`config.mk`:
```
export PLATFORM = sky130hd
export DESIGN_NAME = hatch_prefetch
export DESIGN_NICKNAME = d
export VERILOG_FILES = /design/src/rtl/hatch_prefetch.sv
export SDC_FILE = /design/constraint.sdc
export NUM_CORES = 1
export LEC_CHECK = 0
export ABC_AREA = 1
export BUFFER_PORTS_ARGS = -buffer_cell sky130_fd_sc_hd__buf_2
export CAP_MARGIN = 15
export CORE_MARGIN = 4
export CORE_UTILIZATION = 40
export DETAILED_ROUTE_END_ITERATION = 12
export GPL_ROUTABILITY_DRIVEN = 0
export GPL_TIMING_DRIVEN = 0
export PLACE_DENSITY = 0.6
export SETUP_SLACK_MARGIN = 0.1
export SLEW_MARGIN = 30
export SYNTH_ARGS = -nofsm -noshare
export SYNTH_HDL_FRONTEND = slang
export SYNTH_SLANG_ARGS = --single-unit
```
`constraint.sdc`:
```
create_clock -name clk -period 15.57 [get_ports clk]
set_input_delay 4.671 -clock clk [delete_from_list [all_inputs] [get_ports clk]]
set_output_delay 4.671 -clock clk [all_outputs]
set_load 0.03 [all_outputs]
```
`src/rtl/hatch_prefetch.sv`:
```
// ---------------------------------------------------------------------------
// hatch_prefetch
//   Instruction prefetcher: walks a byte-addressed fetch pc through a
//   synchronous 48-bit instruction ROM and buffers the returned words, each
//   tagged with its pc, in a DEPTH-entry queue for the decoder.
//
//   A read is issued only when the queue is guaranteed a free slot for its
//   response (credit = count - pop + inflight). Fetches beyond the populated
//   ROM do not strobe the ROM; they travel down the same one-cycle response
//   slot and enter the queue as all-zero words, so ordering and the
//   one-push-per-cycle property are preserved.
//
//   A redirect (or reset) empties the queue, kills the response of any read
//   issued in the previous cycle and restarts fetch at the new target.
//
//   Optional feature macro: HATCH_PREFETCH_FAULT_EN
//     defined   -> output inst_fault flags queue entries fetched from an
//                  index >= ROM_WORDS.
//     undefined -> no inst_fault port; such entries carry 48'h0 only.
// ---------------------------------------------------------------------------
module hatch_prefetch #(
    parameter int          DEPTH     = 4,
    parameter int          ROM_WORDS = 192,
    parameter logic [31:0] RESET_PC  = 32'h0
) (
    input  logic        clk,
    input  logic        rst,

    input  logic        redirect_valid,
    input  logic [31:0] redirect_pc,

    output logic        rom_en,
    output logic [7:0]  rom_addr,
    input  logic [47:0] rom_data,

    output logic        inst_valid,
    input  logic        inst_ready,
    output logic [47:0] inst_data,
    output logic [31:0] inst_pc
`ifdef HATCH_PREFETCH_FAULT_EN
    ,
    output logic        inst_fault
`endif
);

    // Pointer width; count needs one extra bit to represent "full".
    localparam int PW = (DEPTH > 1) ? $clog2(DEPTH) : 1;
    // Occupancy arithmetic width: count + inflight can reach DEPTH + 1.
    localparam int OW = PW + 2;

    // Instructions are halfword aligned; bit 0 of any target is dropped.
    localparam logic [31:0] PC_ALIGN_MASK    = 32'hFFFF_FFFE;
    localparam logic [31:0] RESET_PC_ALIGNED = RESET_PC & PC_ALIGN_MASK;

    // ------------------------------------------------------------------
    // State
    // ------------------------------------------------------------------
    logic [31:0]   fetch_pc;
    logic [PW:0]   count;
    logic [PW-1:0] rd_ptr;
    logic [PW-1:0] wr_ptr;

    // Response slot: describes the read issued in the previous cycle.
    logic          inflight;
    logic          inflight_fault;
    logic [31:0]   inflight_pc;

    // Queue storage.
    logic [47:0]   q_data [DEPTH];
    logic [31:0]   q_pc   [DEPTH];
`ifdef HATCH_PREFETCH_FAULT_EN
    logic          q_fault [DEPTH];
`endif

    // ------------------------------------------------------------------
    // Combinational control
    // ------------------------------------------------------------------
    logic [31:0]   fetch_idx;
    logic          in_range;
    logic          pop;
    logic          push;
    logic          issue;
    logic [OW-1:0] occupancy;

    // Decode the fetch index, the handshake, and the credit-gated issue.
    always_comb begin
        // NOTE: every signal gets a default before any conditional logic so
        // no path leaves it unassigned and no latch is inferred.
        fetch_idx  = fetch_pc >> 1;
        in_range   = (fetch_idx < 32'(ROM_WORDS));

        // Head is hidden during reset and redirect so nothing transfers in
        // a cycle whose queue contents are about to be discarded.
        inst_valid = (count != '0) && !redirect_valid && !rst;
        pop        = inst_valid && inst_ready;

        // A surviving response always lands; kill is applied in the
        // sequential block, where rst and redirect take priority.
        push       = inflight;

        // inst_ready reaches issue only through this credit term.
        occupancy  = OW'(count) + OW'(inflight) - OW'(pop);
        issue      = !rst && !redirect_valid && (occupancy < OW'(DEPTH));

        rom_en     = issue && in_range;
        rom_addr   = fetch_idx[7:0];
    end

    // Head entry, read straight out of storage.
    always_comb begin
        inst_data = q_data[rd_ptr];
        inst_pc   = q_pc[rd_ptr];
`ifdef HATCH_PREFETCH_FAULT_EN
        inst_fault = q_fault[rd_ptr];
`endif
    end

    // ------------------------------------------------------------------
    // Sequential control
    // ------------------------------------------------------------------

    // Fetch pc, response slot, pointers and count; rst beats redirect.
    always_ff @(posedge clk) begin
        // NOTE: state registers use non-blocking assignments so every
        // flop samples pre-edge values regardless of statement order.
        if (rst) begin
            fetch_pc       <= RESET_PC_ALIGNED;
            count          <= '0;
            rd_ptr         <= '0;
            wr_ptr         <= '0;
            inflight       <= 1'b0;
            inflight_fault <= 1'b0;
            inflight_pc    <= RESET_PC_ALIGNED;
        end else if (redirect_valid) begin
            fetch_pc       <= redirect_pc & PC_ALIGN_MASK;
            count          <= '0;
            rd_ptr         <= '0;
            wr_ptr         <= '0;
            inflight       <= 1'b0;
            inflight_fault <= 1'b0;
        end else begin
            if (issue) begin
                fetch_pc <= fetch_pc + 32'd2;
            end

            inflight       <= issue;
            inflight_fault <= !in_range;
            inflight_pc    <= fetch_pc;

            // Pointers wrap naturally because DEPTH is a power of two.
            if (push) begin
                wr_ptr <= wr_ptr + 1'b1;
            end
            if (pop) begin
                rd_ptr <= rd_ptr + 1'b1;
            end

            unique case ({push, pop})
                2'b10:   count <= count + 1'b1;
                2'b01:   count <= count - 1'b1;
                default: count <= count;
            endcase
        end
    end

    // Queue write port: capture the response (or a zero word for an
    // out-of-range fetch) unless it is being killed this cycle.
    always_ff @(posedge clk) begin
        // NOTE: storage has no reset; an entry is only observed once count
        // covers it, so its power-up contents are never visible.
        if (!rst && !redirect_valid && push) begin
            q_data[wr_ptr]  <= inflight_fault ? 48'h0 : rom_data;
            q_pc[wr_ptr]    <= inflight_pc;
`ifdef HATCH_PREFETCH_FAULT_EN
            q_fault[wr_ptr] <= inflight_fault;
`endif
        end
    end

endmodule

```
==> results.toml <==
[synthesis]
avgSynthCellArea_um2 = 10.86
syn_area_um2 = 16010
ys_ff_latch = 389
syn_inst = 1474
ys_types = 33
synthesis.nets = 1566
synth-warning-count = 0
yosysSeqAreaShare = 0.6839

[finish]
fillers = 3665
multiInputGateArea_um2 = 4302
n_antenna_cell = 0
final_area_um2 = 19360
drive_gt1_frac = 0.1647
register_area_um2 = 10950
nets = 1797
post-route-util = 0.4885
final_cells = 2261
syn_to_final_growth_pct = 20.94

[detailed_routing]
drt-total-wl_um = 42500
drc = 0
antenna_left = 0
post_drt_wl_per_cell_um = 18.80
dr.pass1.iters = 7
vias = 11770
vias_per_cell = 5.204
drt_first_iter_violations = 1132

[timing]
fin_ws_ns = 4.138
fin_tns_setup_ns = 0
tightest_slew_ns = 0.7351
finalHoldViolCount = 0
max_slew_margin = 0.4973
finalClockSkew_ns = 0.02341
rsz0062_at_grt = "no"
slew_violations = 0
period_share = 0.7342
finalSetupViolCount = 0
layout_min_cycle_time_ns = 11.43
timing.fmax_mhz = 87.47

[floorplanning]
rows = 73
ios = 174
start_util = 0.4039
die_area_um2 = 43290
die_w_um = 208.1
fp.dieH_um = 208.1
core_um2 = 39640

[power_and_ir_drop]
vdd_ir_drop_max_uv = 88.20
leakage_uw = 0.007159
power_density_nw_per_um2 = 115.8

[outcome]
status = "completed"

[clock_network]
path_clk_slew_ns = 0.06
cts_tree = "built"
ctsRootBufferMaster = "clkbuf_16"
post-cts-setup-buffer-count = 0
cts_buffers = 41
ctsResizeCount = 0
clk_latency_ns = 0.56
cts_hold_buf = 0
htreeDepth = 2
clock_sinks = 389
cts_buffer_depth = 3

[global_routing]
grt_pass1_vias = 11480
grt_pass1_wl_um = 65320
antenna_found_initial = 0
grt_max_degree = 21
overflow = 0
grtUsageTotal = 0.1903

[setup_path]
path_max_fanout = 10
worst_ep_arrival_time_ns = 6.76
crit_path_end_kind = "output port"
crit_path_start_kind = "input pin"
critical_path_required_ns = 10.90
crit_type = "in -> out"

[placement]
place_inst = 2187
hpwlAfterDp_um = 29230
dpl_cell_area_um2 = 18040
dp_slack_ns = 4.150
portBuffers = 170

[hold_path]
hp-class = "reg -> reg"

[job]
cap_violations = 0
==> cells in the final DEF (no fill, tap or decap), types with 2 or more instances in the layout <==
cell type  synthesis  routed
dfxtp_1           73      73
buf_2              4     174
xor2_1            14      14
nand3_2            6       6
o21a_1             3       3
nand3_1           47      47
buf_6              4       4
inv_6              0       3
nor2_4             0       4
o22ai_1           79      79
clkbuf_1          70      72
edfxtp_1         316     316
clkinv_8           0       2
nor2_1           268     264
inv_4              0       2
clkinv_2           0       8
a21oi_1           67      67
buf_4              9       9
inv_1             97      97
nand2_1          150     150
nand4_1            8       8
ha_1               7       7
clkbuf_16          0      41
o21ai_0          210     210
nor3_1            19      19
nand2_2            3       3
buf_16             0      18
clkinv_1           0       9
bufinv_16          0       4
buf_1              8       8
==> per-stage QoR <==
| stage | total power [uW] | hold slack (ns) |
|---|---|---|
| final | 2243 | 0.4839 |
| after global routing | 2327 | 0.5125 |
| after CTS | 2262 | 0.4878 |
| after detailed placement | 1309 | 0.4729 |
| after global placement | 1304 | 0.4571 |
| after floorplan | 1256 | 0.4487 |
==> cells by family (layout without fill, tap and decap cells) <==
logic type / Yosys count / count (layout) / synth area share
adders and majority gates: 8 / 8 / 0.006720
buffers and inverters: 192 / 454 / 0.04931
AOI/OAI and AO/OA: 362 / 362 / 0.1210
muxes: 1 / 1 / 0.0007032
other: 1 / 1 / 0.0002342
DFF: 389 / 389 / 0.6839
and+or+nand+nor: 506 / 506 / 0.1300
xor gates and xnor gates: 15 / 15 / 0.008205
==> critical path: stages <==
cell     delay (ns)
buf_2          0.16
nor2_8         0.17
nand4_2        0.19
ha_1           0.35
nand2_1        0.06
inv_1          0.06
nand3_2        0.09
nand2_1        0.08
nand2_1        0.05
nand2_1        0.07
nand3_2        0.13
buf_2          0.23
nor2_1         0.19
buf_2          0.24
==> where the power goes <==
group          leakage (uW)  internal [uW]  switching, uW  total, uW
clock network      0.000655            555            401        956
logic               0.00303           40.7           85.0        126
registers           0.00347           1140           16.3       1160
==> metal layers <==
metal	vias to the layer above	GRT usage	share of wire	wire length, um
met3	73	0.03302	0.062	2642
met2	402	0.3151	0.48	20420
met1	5646	0.2598	0.43	18440
met4	0	0.05504	0.024	1002
met5	-	0	0	0
li1	5646	-	-	-
==> cell usage after synthesis (all sizes together) <==
| library cell | n | area share |
|---|---|---|
| buf | 25 | 0.010 |
| o21bai | 1 | 0.0012 |
| ha | 7 | 0.0055 |
| o22ai | 79 | 0.031 |
| o21a | 3 | 0.0014 |
| a2111oi | 1 | 0.00055 |
| dfxtp | 73 | 0.091 |
| nand4 | 9 | 0.0039 |
| xor2 | 14 | 0.0077 |
| nand3 | 53 | 0.018 |
| edfxtp | 316 | 0.59 |
| or2 | 1 | 0.00039 |
| inv | 97 | 0.023 |
| clkbuf | 70 | 0.016 |
| conb | 1 | 0.00023 |
| o21ai | 210 | 0.066 |
| nor4 | 1 | 0.00039 |
| nand2 | 153 | 0.036 |
| a31oi | 1 | 0.00039 |
| mux2 | 1 | 0.00070 |
| a21oi | 67 | 0.021 |
| nor3 | 19 | 0.0059 |
| nor2 | 269 | 0.064 |
| fa | 1 | 0.0013 |
| xnor2 | 1 | 0.00055 |
| nor3b | 1 | 0.00047 |
==> flip-flops by register name, summed over array words and instances (netlist names), named ones only <==
register	flops
inflight_fault	1
wr_ptr	2
count	3
inflight_pc	31
inflight	1
q_data	192
fetch_pc	31
rd_ptr	2
q_pc	124
==> final timing paths <==
check | from | to | slack [ns] | depth (start not counted)
worst min register to register | rd_ptr[0] | rd_ptr[0] | 0.48 | 2
worst max register to register | fetch_pc[4] | fetch_pc[18] | 13.15 | 12
worst min-delay path | rd_ptr[0] | rd_ptr[0] | 0.48 | 2
worst max-delay path | rst | rom_en | 4.14 | 14
==> final cells by class <==
| type | instances | share of cell area |
|---|---|---|
| sequential | 389 | 0.5655 |
| clock inverter | 30 | 0.01441 |
| buffer | 95 | 0.02197 |
| multi-input combinational | 893 | 0.2221 |
| clock buffer | 44 | 0.05376 |
| timing repair buffer | 188 | 0.06952 |
| inverter | 97 | 0.01880 |
| tap | 525 | 0.03392 |
Note: power is estimated with default switching activity, not from simulation.
